File: src/rtl/register_file_sixteen_pkg.sv
// ============================================================================
// Module   : register_file_sixteen_pkg
// Purpose  : Shared datapath constants and typedefs for the 16-entry register file.
// Revision : 1.0 - initial release
// ============================================================================
`default_nettype none

package register_file_sixteen_pkg;

  localparam int REG_COUNT          = 16;
  localparam int REG_SELECT_WIDTH   = 4;
  localparam int DEFAULT_DATA_WIDTH = 16;

  typedef logic [REG_SELECT_WIDTH-1:0] reg_index_t;
  typedef logic [REG_COUNT-1:0]        reg_onehot_t;

endpackage : register_file_sixteen_pkg

`default_nettype wire

File: src/rtl/register_file_sixteen_if.sv
// ============================================================================
// Module   : register_file_sixteen_if
// Purpose  : Write/read bus between the decode stage and the register file.
// Revision : 1.0 - initial release
// ============================================================================
`default_nettype none

interface register_file_sixteen_if
  import register_file_sixteen_pkg::*;
#(
  parameter int DATA_WIDTH = DEFAULT_DATA_WIDTH
) ();

  reg_onehot_t           write_enable;
  logic [DATA_WIDTH-1:0] write_data;
  reg_index_t            read_select_a;
  reg_index_t            read_select_b;
  logic                  error_clear;
  logic [DATA_WIDTH-1:0] read_data_a;
  logic [DATA_WIDTH-1:0] read_data_b;
  logic                  write_error;

  modport master (
    output write_enable, write_data, read_select_a, read_select_b, error_clear,
    input  read_data_a, read_data_b, write_error
  );

  modport slave (
    input  write_enable, write_data, read_select_a, read_select_b, error_clear,
    output read_data_a, read_data_b, write_error
  );

endinterface : register_file_sixteen_if

`default_nettype wire

File: src/rtl/register_file_sixteen_onehot_write_check.sv
// ============================================================================
// Module   : onehot_write_check
// Purpose  : Classifies a write-enable vector as idle, valid (one-hot) or invalid.
// Revision : 1.0 - initial release
// ============================================================================
`default_nettype none

module onehot_write_check
  import register_file_sixteen_pkg::*;
(
  input  reg_onehot_t write_enable,
  output logic        valid,
  output logic        invalid,
  output reg_index_t  index
);

  int w_ones;

  always_comb begin
    w_ones  = $countones(write_enable);
    valid   = (w_ones == 1);
    invalid = (w_ones > 1);
    // OR-encoding is exact only for one-hot input; index is ignored otherwise.
    index   = '0;
    for (int i = 0; i < REG_COUNT; i++) begin
      if (write_enable[i]) begin
        index = index | reg_index_t'(i);
      end
    end
  end

endmodule : onehot_write_check

`default_nettype wire

File: src/rtl/register_file_sixteen.sv
// ============================================================================
// Module   : register_file_sixteen
// Purpose  : 16-entry register file, two registered read ports with write
//            bypass, sticky error flag for multi-hot write enables.
// Revision : 1.0 - initial release
// ============================================================================
`default_nettype none

module register_file_sixteen
  import register_file_sixteen_pkg::*;
#(
  parameter int DATA_WIDTH = DEFAULT_DATA_WIDTH
) (
  input  logic                      clk,
  input  logic                      rst_n,
  register_file_sixteen_if.slave    bus
);

  logic [DATA_WIDTH-1:0] r_regs [REG_COUNT];
  logic [DATA_WIDTH-1:0] r_read_data_a;
  logic [DATA_WIDTH-1:0] r_read_data_b;
  logic                  r_write_error;

  logic                  w_valid;
  logic                  w_invalid;
  reg_index_t            w_index;
  logic                  w_bypass_a;
  logic                  w_bypass_b;

  onehot_write_check u_onehot_write_check (
    .write_enable (bus.write_enable),
    .valid        (w_valid),
    .invalid      (w_invalid),
    .index        (w_index)
  );

  assign w_bypass_a = w_valid && (w_index == bus.read_select_a);
  assign w_bypass_b = w_valid && (w_index == bus.read_select_b);

  always_ff @(posedge clk or negedge rst_n) begin
    if (!rst_n) begin
      for (int i = 0; i < REG_COUNT; i++) begin
        r_regs[i] <= '0;
      end
    end else if (w_valid) begin
      r_regs[w_index] <= bus.write_data;
    end
  end

  always_ff @(posedge clk or negedge rst_n) begin
    if (!rst_n) begin
      r_read_data_a <= '0;
      r_read_data_b <= '0;
    end else begin
      r_read_data_a <= w_bypass_a ? bus.write_data : r_regs[bus.read_select_a];
      r_read_data_b <= w_bypass_b ? bus.write_data : r_regs[bus.read_select_b];
    end
  end

  // Set has priority over clear so a fresh fault is never lost.
  always_ff @(posedge clk or negedge rst_n) begin
    if (!rst_n) begin
      r_write_error <= 1'b0;
    end else if (w_invalid) begin
      r_write_error <= 1'b1;
    end else if (bus.error_clear) begin
      r_write_error <= 1'b0;
    end
  end

  assign bus.read_data_a = r_read_data_a;
  assign bus.read_data_b = r_read_data_b;
  assign bus.write_error = r_write_error;

endmodule : register_file_sixteen

`default_nettype wire

File: src/flat_wrapper.sv
// flat-port wrapper written by rule: the top's interface ports become plain ports
module register_file_sixteen_flat import register_file_sixteen_pkg::*;
#(
  parameter int DATA_WIDTH = DEFAULT_DATA_WIDTH
)
  (clk, rst_n, bus_write_enable, bus_write_data, bus_read_select_a, bus_read_select_b, bus_error_clear, bus_read_data_a, bus_read_data_b, bus_write_error);
  register_file_sixteen_if #(.DATA_WIDTH(DATA_WIDTH)) bus_i ();
  input  logic clk;
  input  logic rst_n;
  input wire logic [$bits(bus_i.write_enable)-1:0] bus_write_enable;
  input wire logic [$bits(bus_i.write_data)-1:0] bus_write_data;
  input wire logic [$bits(bus_i.read_select_a)-1:0] bus_read_select_a;
  input wire logic [$bits(bus_i.read_select_b)-1:0] bus_read_select_b;
  input wire logic [$bits(bus_i.error_clear)-1:0] bus_error_clear;
  output wire logic [$bits(bus_i.read_data_a)-1:0] bus_read_data_a;
  output wire logic [$bits(bus_i.read_data_b)-1:0] bus_read_data_b;
  output wire logic [$bits(bus_i.write_error)-1:0] bus_write_error;
  assign bus_i.write_enable = bus_write_enable;
  assign bus_i.write_data = bus_write_data;
  assign bus_i.read_select_a = bus_read_select_a;
  assign bus_i.read_select_b = bus_read_select_b;
  assign bus_i.error_clear = bus_error_clear;
  assign bus_read_data_a = bus_i.read_data_a;
  assign bus_read_data_b = bus_i.read_data_b;
  assign bus_write_error = bus_i.write_error;
  register_file_sixteen #(.DATA_WIDTH(DATA_WIDTH)) u_core (.clk(clk), .rst_n(rst_n), .bus(bus_i));
endmodule
File: config.mk
export PLATFORM = sky130hd
export DESIGN_NAME = register_file_sixteen_flat
export DESIGN_NICKNAME = d
export VERILOG_FILES = /design/src/rtl/register_file_sixteen_pkg.sv /design/src/rtl/register_file_sixteen_if.sv /design/src/rtl/register_file_sixteen_onehot_write_check.sv /design/src/rtl/register_file_sixteen.sv /design/src/flat_wrapper.sv
export SDC_FILE = /design/constraint.sdc
export NUM_CORES = 1
export LEC_CHECK = 0
export CORE_UTILIZATION = 50
export DETAILED_ROUTE_END_ITERATION = 16
export HOLD_SLACK_MARGIN = 0.03
export PLACE_DENSITY_LB_ADDON = 0.15
export SKIP_CTS_REPAIR_TIMING = 1
export SLEW_MARGIN = 20
export SYNTH_ARGS = -nofsm -noshare
export SYNTH_HDL_FRONTEND = slang
export SYNTH_SLANG_ARGS = --single-unit
File: constraint.sdc
create_clock -name clk -period 2.3 [get_ports clk]
set_clock_uncertainty 0.05 [all_clocks]
set_input_delay 0.23 -clock clk [delete_from_list [all_inputs] [get_ports clk]]
set_output_delay 0.23 -clock clk [all_outputs]
set_load 0.005 [all_outputs]
## Word-level counts from Yosys, hierarchy flattened

Cells that the tools add are included.

| storage, ports and cells | value |
|---|---|
| bits in registers | 289 |
| input port bits | 43 |
| output and inout bits | 33 |
| word-level logic and storage cells | 77 |

| cells by class | value |
|---|---|
| $add $sub $neg | 15 |
| order comparisons | 5 |
| eq/ne operators | 3 |
| mux-type cells | 28 |
| bitwise operators | 3 |
| reductions and logical operators | 4 |

Operator list:

| cell | number |
|---|---|
| bitwise mux 256 bit | 1 |
| binary-select mux 16 bit (select 4 bit) | 2 |
| two-way mux 16 bit | 7 |
| demux 16 bit (select 4 bit) | 1 |
| adder 32 x 2 -> 32 bit | 1 |
| adder 32 x 3 -> 32 bit | 1 |
| adder 32 x 4 -> 32 bit | 1 |
| equality test 32 x 2 -> 1 bit (second input constant) | 1 |
| greater-than comparator 32 x 2 -> 1 bit (second input constant) | 1 |
| two-way mux 4 bit | 8 |
| adder 1 x 1 -> 2 bit | 8 |
| greater-or-equal comparator 5 bit (second input constant) | 3 |
| NOT 4 -> 5 bit | 3 |
| two-way mux 3 bit | 4 |
| adder 2 x 2 -> 3 bit | 3 |
| equality test 4 bit | 2 |
| < comparator 5 x 1 -> 1 bit (second input constant) | 1 |
| adder 3 x 3 -> 4 bit | 1 |
| two-way mux 2 bit | 2 |
| logical AND 1 bit | 3 |
| two-way mux 1 bit | 3 |
| nonzero test 2 bit | 1 |

## Longest topological paths before layout

Gate-level depths: netlist (run 1).

| depth | value |
|---|---|
| depth in word-level cells | 21 |
| mapped depth | 19 |
| gate-level depth less buffers | 16 |

## By module

A second synthesis (run 1) with hierarchy kept.

| second synthesis, totals | value |
|---|---|
| cell total of the unflattened synthesis | 983 |
| area, all modules | 15701.3 µm² |

Modules (own cells, without submodules):

| module | times used | cells each | area each (µm²) | seq. area each (µm²) |
|---|---|---|---|---|
| register_file_sixteen | 1 | 919 | 15130.8 | 7231.9 |
| onehot_write_check | 1 | 64 | 570.5 | 0.0 |

## Worst setup path before layout (run 1)

Ideal clock, no wire load.

| path | value |
|---|---|
| path type | input-to-reg |
| from | input port bus_write_enable[0] |
| to | register u_core.r_regs[117] in the netlist's numbering |
| setup time | 0.125 ns |
| arrival | 5.192 ns |
| required time | 2.125 ns |
| path slack | -3.067 ns |
| stages on the path | 16 |
| path through | ha_1 -> inv_1 -> fa_1 -> fa_1 -> fa_1 -> fa_1 -> fa_1 -> inv_1 -> fa_1 -> or3_1 -> or3_1 -> clkbuf_1 -> nand3b_1 -> nor2_2 -> buf_2 -> mux2_2 |

| between the ends | value |
|---|---|
| word-level cells in the longest chain between the ends | 5 |

RTL lines:

| what | line | RTL |
|---|---|---|
| from (decl) | flat_wrapper.sv:10 | `input wire logic [$bits(bus_i.write_enable)-1:0] bus_write_enable;` |
| adder 1 x 1 -> 2 bit (not written as such) | register_file_sixteen_onehot_write_check.sv:20 | `w_ones = $countones(write_enable);` |
| adder 32 x 2 -> 32 bit (not written as such) | register_file_sixteen_onehot_write_check.sv:20 |  |
| adder 32 x 3 -> 32 bit (not written as such) | register_file_sixteen_onehot_write_check.sv:20 |  |
| adder 32 x 4 -> 32 bit (not written as such) | register_file_sixteen_onehot_write_check.sv:20 |  |
| equality test 32 x 2 -> 1 bit | register_file_sixteen_onehot_write_check.sv:21 | `valid = (w_ones == 1);` |
| to (signal, indexed assignment) | register_file_sixteen.sv:46 | `r_regs[w_index] <= bus.write_data;` |
| to (decl) | register_file_sixteen.sv:19 | `logic [DATA_WIDTH-1:0] r_regs [REG_COUNT];` |

Every way passes these cells.
A chain may end at the register's enable or synchronous reset.

## Final worst setup path (run 1)

| path | value |
|---|---|
| from | input port bus_write_enable[1] |
| to | register u_core.r_regs[255] in the netlist's numbering |

| between the ends | value |
|---|---|
| word-level cells in the longest chain between the ends | 21 |

RTL lines:

| what |
|---|
| parallel branches: the longest is 21 deep, another holds adder 32 x 2 -> 32 bit |

Parallel ways; which one is timed is not known.

==> results of run 1 <==
## stage by stage
| stage | setup slack [ns] | hold WS, ns |
|---|---|---|
| 6_report | -2.652 | 0.1603 |
| 2_1_floorplan | -2.923 | -0.1156 |
| 3_5_place_dp | -3.523 | 0.1660 |
| 3_3_place_gp | -3.428 | 0.1658 |
| 5_1_grt | -2.810 | 0.1901 |
| 4_1_cts | -2.947 | -0.4263 |
## power breakdown
part	switching, mW	total, mW	internal, mW
clock network	2.06	5.14	3.09
registers	0.160	5.50	5.34
logic	1.00	2.20	1.20
## area by class of cell
class | instances | area [sq um] | area share (%)
inverters | 23 | 86.33 | 0.4449
well taps | 390 | 488.0 | 2.515
clock inverters | 11 | 167.7 | 0.8640
clock buffers | 45 | 878.3 | 4.526
flip-flops and latches | 289 | 7232 | 37.27
multi-input cells | 526 | 8264 | 42.59
repair buffers | 190 | 2290 | 11.80
## state kept, by name, summed over array words and instances (netlist names)
name,cells
u_core.bus.read_data_a,16
u_core.bus.write_error,1
u_core.r_regs,256
u_core.bus.read_data_b,16
## logic make-up (layout without fill, tap and decap cells)
group,Yosys count,in the layout,synth area share (%)
mux,448,448,45.06
flops,289,289,47.34
buf+inv,98,269,2.940
simple gates,49,49,2.211
fa+ha+maj,15,15,1.720
compound gates,8,8,0.3850
xor+xnor,6,6,0.3440
## worst paths after layout
path / start / cells after the start / slack [ns] / endpoint
worst max-delay path: bus_write_enable[1] / 17 / -2.65 / u_core.r_regs[255]
max in group asynchronous: rst_n / 3 / 1.27 / u_core.r_regs[175]
worst max register to register: u_core.r_regs[137] / 3 / 0.45 / u_core.bus.read_data_b[9]
min in group clk: bus_error_clear / 2 / 0.19 / u_core.bus.write_error
worst min register to register: u_core.r_regs[128] / 1 / 0.47 / u_core.r_regs[128]
worst min-delay path: rst_n / 2 / 0.16 / u_core.r_regs[115]
## metal layers
metal	vias to the layer above	GRT usage (%)	share of wire, %
met2	266	42.96	49
met5	-	0	0
met1	5017	37.56	44
met3	48	4.145	5.0
li1	3849	-	-
met4	0	5.388	1.6
## Yosys cell counts (6+ instances only)
cell      count  share of area (%)
nor2_2        6               0.25
buf_4         7               0.34
clkbuf_1     37               0.91
mux2_4       10               0.98
inv_1        23               0.57
mux2_2      278                 20
buf_2        24               0.79
xnor2_1       6               0.34
nand2_1       7               0.17
dfrtp_1     289                 47
mux4_2      160                 24
fa_1         10                1.3
==> metrics, run 1 <==
status=complete, but fails checks; failing checks=setup timing; DRC=0; Worst-Skew Late Latency=0.56 ns; DRT iter0 DRCs=650; H-tree lvl count=1; setup TNS=-740.00 ns; final setup fails=289; most common cell after layout, fill and taps aside=dfrtp_1; FILL cells=2100; critical path endpoint category=register; Pins Over Slew Limit=0; worst hold-check path type=input pin to async pin; flops & latches, synth=289; FFs w/ async S/R, synth=100.0%; clk sinks=289; worst setup margin=-2.652 ns; commonest cells after routing, fill and taps aside=289 x dfrtp_1, 160 x mux4_2, 152 x mux2_2; initial antenna violation count=0; Max Root-Sink Buffers=3; Mapped Nets=971; CP Data Required Time=2.69 ns; HPWL Detailed=25280 microns; PD cells=662.1 mW/mm^2; Core ar.=0.02987 sq mm; Power Total=12.85 mW; gr usage total=26.31%; syn avg cell area=16.73 sq um; maxcap violations=0; startpoint types=input pin; ratio of cells with drive above 1 in the final layout=60.24%; delay-heaviest family, CP=adder cells; clock transition at the registers of the reported paths=0.06 ns; DIE WIDTH=176.8 microns; CP Max Fanout=11; row cnt=63; Final Cell Area=0.01941 sq mm; worst rel slew slack=52.75%; CP Data Arrival Time=5.34 ns; utilization after layout=64.96%; leak pwr=8.876 nW; Slowest Stage Delay on Critical Path=0.58 ns; post-synthesis sequential area ratio=47.34%; vias=9180; Critical Path, Cell by Cell=buf_8 -> ha_4 -> inv_2 -> fa_1 -> fa_1 -> fa_1 -> fa_1 -> fa_2 -> inv_2 -> fa_1 -> or3_4 -> or3_4 -> nand3b_1 -> buf_6 -> nor2_4 -> buf_12 -> mux2_2; number of synthesized flops with an enable pin=0; Nets=1119; Worst Path Buf+Inv=5; TritonCTS clock tree=done; fmax=202.0 MHz; final non-filler cell total=1474; Via density=6.228; gp weighted congestion=0.7998; Worst Setup Path Type=input pin to register; Port Buffers=75; first-pass GRT wire length=60620 microns; area growth from synthesis to layout=27.03%; number of routed nets with antenna violations=0; largest net degree at the start of global routing=61; min Tclk post-route=4.952 ns; WL per Instance=27.64 microns; number of global-route vias before repair=9653; Post-Syn Area=0.01528 sq mm; diodes inserted=0; DIE AREA=0.03126 sq mm; most used flip-flop cell after synthesis=dfrtp_1; cell area after placement=0.01764 sq mm; crit share post-route=215.3%; # IOs=76; TritonCTS buffer count=31; synthesized instance count=913; Critical-path top delay cell=fa_1; Synth Warn #=0; WL final=40740 microns; root buffer cell=clkbuf_16; Die H=176.8 microns; Placed Cells=1406; endpoints failing hold=0; most used cell, CP=fa_1; GRT overflow=0; VDD IR-drop max=0.6610 mV; RSZ-0062 raised after global routing=yes; initial core utilization=51.14%; Worst Tran Pin Value=0.7065 ns; library cells used by synthesis=38; Pre-antenna DRT Iters=7
Note: power is estimated with default switching activity, not from simulation.
==> inputs of run 2 (changes only) <==
Settings changed: CORE_ASPECT_RATIO from default to 1.5, MAX_ROUTING_LAYER from default to met4.
==> run 2 against run 1 <==
The run still ends with setup timing left; final cell count grew 0.47%; via count shrank 1.2%; register-to-register slack is essentially flat; sequential share of layout area grew 0.22 points; clock power is essentially flat; largest power group unchanged; highest routed layer unchanged.
==> metrics, run 2 (synthesis results as in run 1) <==
status=complete, but fails checks; failing checks=setup timing; most used cell, CP=fa_1; vias=9071 (-1.2%); initial antenna violation count=0 (unchanged); DRT iter0 DRCs=509 (-22%); VDD IR-drop max=0.5441 mV (-18%); ratio of cells with drive above 1 in the final layout=60.41% (+0.17 points); largest net degree at the start of global routing=62 (+1.6%); worst rel slew slack=51.83% (-0.92 points); Max Root-Sink Buffers=3 (unchanged); CP Data Arrival Time=5.32 ns (-0.02 ns); Slowest Stage Delay on Critical Path=0.55 ns (-0.03 ns); Reg-to-Reg Start=u_core.r_regs[194]; Port Buffers=75 (unchanged); Critical-path top delay cell=fa_1; area growth from synthesis to layout=26.27%; Via density=6.125 (-1.7%); RSZ-0062 raised after global routing=yes; final setup fails=289 (unchanged); number of global-route vias before repair=10.04k (+4.0%); gr usage total=27.48% (+1.2 points); H-tree lvl count=1 (unchanged); DIE AREA=0.03127 sq mm (about the same); Pre-antenna DRT Iters=4 (-3); setup TNS=-735.87 ns (+4.128 ns); gp weighted congestion=0.8015 (+0.21%); Worst-Skew Late Latency=0.56 ns (about the same); commonest cells after routing, fill and taps aside=289 x dfrtp_1, 173 x mux2_2, 160 x mux4_2; clock transition at the registers of the reported paths=0.06 ns (about the same); row cnt=78 (+24%); maxcap violations=0 (unchanged); Critical Path, Cell by Cell=buf_8 -> ha_4 -> inv_2 -> fa_1 -> fa_1 -> fa_1 -> fa_1 -> fa_2 -> inv_2 -> fa_1 -> or3_4 -> or3_4 -> nand3b_1 -> buf_6 -> nor2_2 -> buf_6 -> mux2_2; Die H=216.1 microns (+22%); WL per Instance=26.86 microns (-2.8%); root buffer cell=clkbuf_16; Worst Tran Pin Value=0.7203 ns (+0.01379 ns); HPWL Detailed=25320 microns (+0.18%); critical path endpoint category=register; fmax=202.8 MHz (+0.42%); cell area after placement=0.01770 sq mm (+0.35%); crit share post-route=214.4% (-0.90 points); first-pass GRT wire length=60820 microns (+0.33%); most common cell after layout, fill and taps aside=dfrtp_1; final non-filler cell total=1481 (+0.47%); Biggest register=u_core.r_regs; number of routed nets with antenna violations=0 (unchanged); DRC=0 (unchanged); Core ar.=0.03016 sq mm (+0.94%); CP Data Required Time=2.69 ns (about the same); PD cells=666.1 mW/mm^2 (+0.60%); leak pwr=8.843 nW (-0.37%); Nets=1117 (-0.18%); WL final=39780 microns (-2.4%); initial core utilization=50.66% (-0.48 points); diodes inserted=0 (unchanged); Largest register FFs=256 (unchanged); endpoints failing hold=0 (unchanged); worst hold-check path type=input pin to async pin; Critical path origin=bus_write_enable[1]; Pins Over Slew Limit=0 (unchanged); Worst Setup Path Type=input pin to register; GRT overflow=0 (unchanged); CP Max Fanout=8 (-3); min Tclk post-route=4.931 ns (-0.02070 ns); worst setup margin=-2.631 ns (+0.02070 ns); Final Cell Area=0.01929 sq mm (-0.59%); Placed Cells=1417 (+0.78%); TritonCTS buffer count=29 (-6.5%); TritonCTS clock tree=done; # IOs=76 (unchanged); clk sinks=289 (unchanged); startpoint types=input pin; DIE WIDTH=144.7 microns (-18%)
[run 2: cell type report]
type                       count  area (sq um)
sequential                   289          7232
fill                        2158         10870
timing repair buffer         189          2255
clock buffer                  40         847.1
tap                          400         500.5
multi-input combinational    527          8173
inverter                      23         86.33
clock inverter                13         197.7
[run 2: critical path, delay by kind of cell]
kind | cells | cell delay (ns)
adder cells (fa/ha/maj) | 7 | 3.04
buffers and inverters | 5 | 0.55
multiplexers | 1 | 0.36
AND/OR/NAND/NOR | 4 | 1.13
[run 2: per-stage QoR]
| step | util (%) | setup slack [ns] | hold WS [ns] | power (mW) |
|---|---|---|---|---|
| after detailed placement | 58.70 | -3.498 | 0.1670 | 7.540 |
| after CTS | 62.16 | -2.906 | -0.4319 | 12.70 |
| final | 63.97 | -2.631 | 0.1567 | 12.85 |
| after global routing | 63.97 | -2.775 | 0.1766 | 13.34 |
| after global placement | 58.70 | -3.447 | 0.1677 | 7.486 |
| after floorplan | - | -2.923 | -0.1156 | 6.713 |
[run 2: worst paths after layout]
check	cells past startpoint	slack [ns]	end
worst max register to register	3	0.44	u_core.bus.read_data_a[2]
worst min register to register	2	0.46	u_core.bus.write_error
worst min-delay path	2	0.16	u_core.r_regs[234]
max in group asynchronous	3	1.37	u_core.r_regs[232]
min in group clk	2	0.17	u_core.bus.write_error
worst max-delay path	17	-2.63	u_core.r_regs[149]
[run 2: layer usage]
metal  track usage (%)  up-vias  share of wire, %
li1                  -     3837                 -
met1             35.77     4955                41
met2             44.38      208                53
met3             3.204       71               3.5
met4             10.21        0               2.7
met5                 -        -                 0
[run 2: report_power, final]
| group | internal, mW | switching, mW |
|---|---|---|
| logic | 1.17 | 1.00 |
| clock network | 3.13 | 2.05 |
| registers | 5.34 | 0.164 |
